$ cat config.mk
export PLATFORM = sky130hd
export DESIGN_NAME = bytecode_decoder
export DESIGN_NICKNAME = d
export VERILOG_FILES = /design/src/rtl/bytecode_decoder.sv
export SDC_FILE = /design/constraint.sdc
export NUM_CORES = 2
export LEC_CHECK = 0
export CAP_MARGIN = 20
export CORE_MARGIN = 5
export CORE_UTILIZATION = 25
export CTS_CLUSTER_SIZE = 8
export DETAILED_ROUTE_END_ITERATION = 12
export PLACE_DENSITY = 0.41
export SKIP_CTS_REPAIR_TIMING = 1
export SYNTH_ARGS = -nofsm -noshare
export SYNTH_HDL_FRONTEND = slang
export SYNTH_SLANG_ARGS = --single-unit
$ cat constraint.sdc
create_clock -name clk -period 11.3 [get_ports clk]
set_clock_uncertainty 0.2 [all_clocks]
set_input_delay 1.13 -clock clk [delete_from_list [all_inputs] [get_ports clk]]
set_output_delay 1.13 -clock clk [all_outputs]
set_load 0.01 [all_outputs]
$ cat src/rtl/bytecode_decoder.sv
// Bytecode decoder/executor: takes one opcode per start/ready handshake and runs it on a local int operand stack.
// Build option DECODER_STICKY_ERR_EN: unsupported/underflow/overflow flags stay set until reset.
module bytecode_decoder #(
    parameter int width_in    = 8,
    parameter int data_width  = 32,
    parameter int stack_size  = 8,
    parameter int depth_width = 4
) (
    input  logic                   clk,
    input  logic                   reset,
    input  logic                   start_for_decoder,
    input  logic [width_in-1:0]    data_for_decoder,
    output logic                   ready_from_decoder,
    output logic [data_width-1:0]  top_of_stack,
    output logic [depth_width-1:0] stack_depth,
    output logic                   op_done,
    output logic                   unsupported,
    output logic                   err_underflow,
    output logic                   err_overflow
);

    localparam int IDX_W = (stack_size > 1) ? $clog2(stack_size) : 1;
    localparam logic [depth_width-1:0] FULL = depth_width'(stack_size);

    typedef enum logic [1:0] {
        S_IDLE,
        S_DECODE,
        S_EXEC
    } state_e;

    typedef enum logic [3:0] {
        OP_NOP,
        OP_CONST,
        OP_POP,
        OP_DUP,
        OP_ADD,
        OP_SUB,
        OP_MUL,
        OP_NEG,
        OP_I2B,
        OP_UNSUP
    } op_e;

    state_e                        state_q, state_d;
    logic [width_in-1:0]           opcode_q, opcode_d;
    op_e                           class_q, class_d;
    logic                          chk_under_q, chk_under_d;
    logic                          chk_over_q, chk_over_d;
    logic signed [data_width-1:0]  stack_q [stack_size];
    logic signed [data_width-1:0]  stack_d [stack_size];
    logic [depth_width-1:0]        depth_q, depth_d;
    logic                          done_q, done_d;
    logic                          unsup_q, unsup_d;
    logic                          under_q, under_d;
    logic                          over_q, over_d;

    logic [IDX_W-1:0]              top_idx, sec_idx, push_idx;
    logic signed [data_width-1:0]  opa, opb, res;
    op_e                           dec_class;
    logic                          fault;

    function automatic op_e classify(input logic [7:0] op);
        op_e c;
        case (op)
            8'h00:                                           c = OP_NOP;
            8'h02, 8'h03, 8'h04, 8'h05, 8'h06, 8'h07, 8'h08: c = OP_CONST;
            8'h57:                                           c = OP_POP;
            8'h59:                                           c = OP_DUP;
            8'h60:                                           c = OP_ADD;
            8'h64:                                           c = OP_SUB;
            8'h68:                                           c = OP_MUL;
            8'h74:                                           c = OP_NEG;
            8'h91:                                           c = OP_I2B;
            default:                                         c = OP_UNSUP;
        endcase
        return c;
    endfunction

    // iconst_m1..iconst_5 encode their value as opcode - 3
    function automatic logic signed [data_width-1:0] const_val(input logic [7:0] op);
        logic signed [7:0] c;
        c = $signed(op - 8'd3);
        return {{(data_width-8){c[7]}}, c};
    endfunction

    function automatic logic signed [data_width-1:0] sext_byte(input logic [7:0] v);
        return {{(data_width-8){v[7]}}, v};
    endfunction

    assign top_idx  = IDX_W'(depth_q - 1'b1);
    assign sec_idx  = IDX_W'(depth_q - 2'd2);
    assign push_idx = IDX_W'(depth_q);
    assign opb      = stack_q[top_idx];
    assign opa      = stack_q[sec_idx];
    assign dec_class = classify(8'(opcode_q));

    always_comb begin
        state_d     = state_q;
        opcode_d    = opcode_q;
        class_d     = class_q;
        chk_under_d = chk_under_q;
        chk_over_d  = chk_over_q;
        stack_d     = stack_q;
        depth_d     = depth_q;
        done_d      = 1'b0;
        unsup_d     = unsup_q;
        under_d     = under_q;
        over_d      = over_q;
        res         = '0;
        fault       = 1'b0;

        case (state_q)
            S_IDLE: begin
                if (start_for_decoder) begin
                    opcode_d = data_for_decoder;
                    state_d  = S_DECODE;
                end
            end

            S_DECODE: begin
                class_d     = dec_class;
                chk_under_d = 1'b0;
                chk_over_d  = 1'b0;
                case (dec_class)
                    OP_POP, OP_NEG, OP_I2B: chk_under_d = (depth_q == '0);
                    OP_DUP: begin
                        chk_under_d = (depth_q == '0);
                        chk_over_d  = (depth_q == FULL);
                    end
                    OP_ADD, OP_SUB, OP_MUL: chk_under_d = (depth_q < depth_width'(2));
                    OP_CONST:               chk_over_d  = (depth_q == FULL);
                    default: ;
                endcase
                state_d = S_EXEC;
            end

            S_EXEC: begin
                done_d  = 1'b1;
                state_d = S_IDLE;
                fault   = (class_q == OP_UNSUP) || chk_under_q || chk_over_q;
                if (!fault) begin
                    case (class_q)
                        OP_CONST: begin
                            stack_d[push_idx] = const_val(8'(opcode_q));
                            depth_d           = depth_q + 1'b1;
                        end
                        OP_DUP: begin
                            stack_d[push_idx] = opb;
                            depth_d           = depth_q + 1'b1;
                        end
                        OP_POP: depth_d = depth_q - 1'b1;
                        OP_ADD, OP_SUB, OP_MUL: begin
                            if (class_q == OP_ADD)      res = opa + opb;
                            else if (class_q == OP_SUB) res = opa - opb;
                            else                        res = opa * opb;
                            stack_d[sec_idx] = res;
                            depth_d          = depth_q - 1'b1;
                        end
                        OP_NEG: stack_d[top_idx] = -opb;
                        OP_I2B: stack_d[top_idx] = sext_byte(opb[7:0]);
                        default: ;
                    endcase
                end
`ifdef DECODER_STICKY_ERR_EN
                unsup_d = unsup_q | (class_q == OP_UNSUP);
                under_d = under_q | chk_under_q;
                over_d  = over_q  | chk_over_q;
`else
                unsup_d = (class_q == OP_UNSUP);
                under_d = chk_under_q;
                over_d  = chk_over_q;
`endif
            end

            default: state_d = S_IDLE;
        endcase
    end

    always_ff @(posedge clk or negedge reset) begin
        if (!reset) begin
            state_q     <= S_IDLE;
            opcode_q    <= '0;
            class_q     <= OP_NOP;
            chk_under_q <= 1'b0;
            chk_over_q  <= 1'b0;
            for (int i = 0; i < stack_size; i++) stack_q[i] <= '0;
            depth_q     <= '0;
            done_q      <= 1'b0;
            unsup_q     <= 1'b0;
            under_q     <= 1'b0;
            over_q      <= 1'b0;
        end else begin
            state_q     <= state_d;
            opcode_q    <= opcode_d;
            class_q     <= class_d;
            chk_under_q <= chk_under_d;
            chk_over_q  <= chk_over_d;
            stack_q     <= stack_d;
            depth_q     <= depth_d;
            done_q      <= done_d;
            unsup_q     <= unsup_d;
            under_q     <= under_d;
            over_q      <= over_d;
        end
    end

    assign ready_from_decoder = (state_q == S_IDLE);
    assign top_of_stack       = (depth_q == '0) ? '0 : opb;
    assign stack_depth        = depth_q;
    assign op_done            = done_q;
    assign unsupported        = unsup_q;
    assign err_underflow      = under_q;
    assign err_overflow       = over_q;

endmodule
==> flow_summary_export.csv <==
group,metric,value,unit
clocking,cts-root-buf,"clkbuf_16",
drt,drcViolationCount,0,
setup_path,critPathLaunchType,"flip-flop",
timing,drv_slew,0,
floorplan,vert_die_dim,427,um
clocking,cts_buffer_depth,3,
global_routing,grt_start_max_net_pins,68,
drt,dr_total_vias,47400,
timing,worst_slew_margin_rel,0.119,
clocking,h_tree_lvl_count,2,
finish,num-nets-final,6035,
synth,syn_area_per_cell,8.09,um2
timing,hold_viol_final,0,
finish,layoutNonFillerInstCount,7739,
outcome,status,"finished, final reports clean",
setup_path,wp_buf_inv,6,
synth,synth_edf_count,0,
floorplan,design.core.area,174000,um2
worst_hold_path,min-delay-path-class,"input pin to asynchronous set/reset pin",
setup_path,crit_path_top_delay_cell,"o221a_2",
timing,worst_margin_slew,1.32,ns
timing,fmaxAchievable,90.9,MHz
setup_path,timing.setup.critical_path_class,"flip-flop to flip-flop",
drt,drt-total-wl,270000,um
synth,synth-warning-count,0,
setup_path,timing.critical_path.required,11.63,ns
drt,wl_per_cell,34.9,um
floorplan,dieArea,183000,um2
synth,postSynth.asyncResetShare,1.00,
setup_path,cp.depth,31,
clocking,clk-insertion-delay-late,0.61,ns
timing,finalWorstPathRequiredPeriod,11.01,ns
synth,synth_ff_type,"dfrtp_1",
synth,synthesis.instances,5384,
floorplan,die-width,427,um
setup_path,cp_slowest_stage_delay,0.72,ns
floorplan,rows,153,
synth,yosysUniqueCellTypes,100,
clocking,clkSinkCount,280,
placed_design,buffer_ports.inserted,51,
setup_path,timing.reg2reg.worst_path_depth,31,
global_routing,groute.usage.overall,0.286,
floorplan,initial_core_util,0.251,
drt,drt-vias-per-instance,6.12,
placed_design,post-place-cells,7664,
floorplan,boundaryPins,52,
synth,yosysSeqAreaShare,0.161,
timing,post-route-period-util,0.974,
setup_path,worst_setup_path_end_kind,"flip-flop",
setup_path,r2r_slack,0.29,ns
clocking,clkTransAtPathRegs,0.07,ns
timing,timing.final.setup_violations,0,
job,maxCapViolations,0,
global_routing,grt_pass1_vias,46100,
setup_path,critPathMostFrequentCell,"fa_1",
finish,synthToLayoutAreaGrowth,13.9,%
global_routing,antenna_found_initial,16,
finish,layout-drive-gt1-share,0.115,
drt,drt_first_pass_iters,6,
timing,setup_total_neg_slack,0,ns
synth,ys_ff_latch,280,
clocking,tritoncts.num_buffers,42,
global_routing,grt_first_pass_wirelength,371000,um
placed_design,place_hpwl,187000,um
synth,mappedNetlistArea,43500,um2
setup_path,arrival,11.34,ns
synth,synth.net_count,6029,
clocking,tritoncts,"done",
drt,dr.first_iter.drc_count,6529,
placed_design,final_replace_weighted_congestion,0.958,
setup_path,worst_path_dominant_cell_family,"adder cells",
setup_path,cp_max_fo,18,
global_routing,gr_overflow_total,0,
drt,detail-route-antenna-nets,0,
timing,rsz0062_at_grt,"false",
finish,nFillCells,18600,
==> worst paths after layout <==
kind,startpoint,endpoint
max,stack_depth[1],flip-flop
min reg2reg,err_underflow,err_underflow
max reg2reg,stack_depth[1],flip-flop
min,reset,asynchronous set/reset pin
max in group asynchronous,reset,stack_depth[1]
min in group clk,err_underflow,err_underflow
==> placed cells by master (no fill, tap or decap), types with 17 or more instances in the layout <==
cell and n:
and3_1 29, nand2b_1 41, a211oi_1 29, nand3_1 72
o21ai_2 17, clkdlybuf4s50_1 50, mux2_2 18, o21a_1 83
ha_1 222, buf_4 285, xor2_1 20, nand2_1 421
a21o_1 39, mux4_2 85, or3_1 17, nor2b_1 20
a21oi_1 457, inv_1 511, o211ai_1 67, xnor2_1 93
dfrtp_1 277, mux2i_1 49, o32a_1 18, nor2_1 764
a31oi_1 50, o22ai_1 102, clkbuf_16 43, o21ai_1 40
o22a_1 60, a221oi_1 124, nor3_1 47, o21ai_0 372
fa_1 410, o221ai_1 74
==> worst reg2reg max path: cells and delay by family, from the launching register on <==
kind                       cells  cell delay [ns]
adders and majority gates     10             4.55
AOI/OAI and AO/OA              8             2.68
buffers and inverters          6             1.05
and+or+nand+nor                4             0.84
xor gates and xnor gates       2             0.73
DFF                            1             0.47
muxes                          1             0.43
==> synth_stat cells, types with 83 or more instances <==
| library cell | n | area, um2 |
|---|---|---|
| a21oi_1 | 472 | 2360 |
| a221oi_1 | 124 | 1090 |
| clkbuf_1 | 288 | 1080 |
| dfrtp_1 | 280 | 7010 |
| fa_1 | 410 | 8210 |
| ha_1 | 224 | 2800 |
| inv_1 | 511 | 1920 |
| mux4_2 | 85 | 1910 |
| nand2_1 | 433 | 1630 |
| nor2_1 | 781 | 2930 |
| o21a_1 | 83 | 623 |
| o21ai_0 | 377 | 1890 |
| o22ai_1 | 102 | 638 |
| xnor2_1 | 93 | 815 |
==> metal layers <==
layer  vias up  GRT usage  part of all wire
met5         -          0           0.00013
met4         4      0.192             0.082
met3      1037     0.0740              0.11
met2      3452      0.436              0.43
met1     23900      0.356              0.38
li1      18900          -                 -
==> final cells by class <==
cell class | count | area [um2] | area share
sequential | 280 | 7020 | 0.142
timing repair buffer | 354 | 2980 | 0.0600
clock inverter | 2 | 13.8 | 0.000278
inverter | 535 | 2010 | 0.0405
antenna | 11 | 27.5 | 0.000555
clock buffer | 55 | 1150 | 0.0232
tap | 2325 | 2910 | 0.0587
multi-input combinational | 4177 | 33500 | 0.675
==> logic make-up after synthesis <==
logic type	share of synthesized area
XOR/XNOR	0.0320
flip-flops	0.161
buffers and inverters	0.0850
adder cells (fa/ha/maj)	0.253
multiplexers	0.0672
AO/OA/AOI/OAI	0.254
AND/OR/NAND/NOR	0.148
==> metrics by stage <==
| stage | setup slack (ns) | hold WS (ns) | util | instance area [um2] |
|---|---|---|---|---|
| global route | 0.0691 | 0.329 | 0.285 | 49500 |
| finish | 0.294 | 0.309 | 0.285 | 49600 |
| floorplan | 0.0698 | 0.260 | - | 43500 |
| detailed placement | 0.150 | 0.295 | 0.278 | 48300 |
| global placement | 0.0935 | 0.295 | 0.278 | 48200 |
| CTS | 0.131 | 0.308 | 0.285 | 49400 |
Power is left out: the tool's default activity adds up to more than one toggle a clock period on the data nets, which glitch-free logic cannot reach.
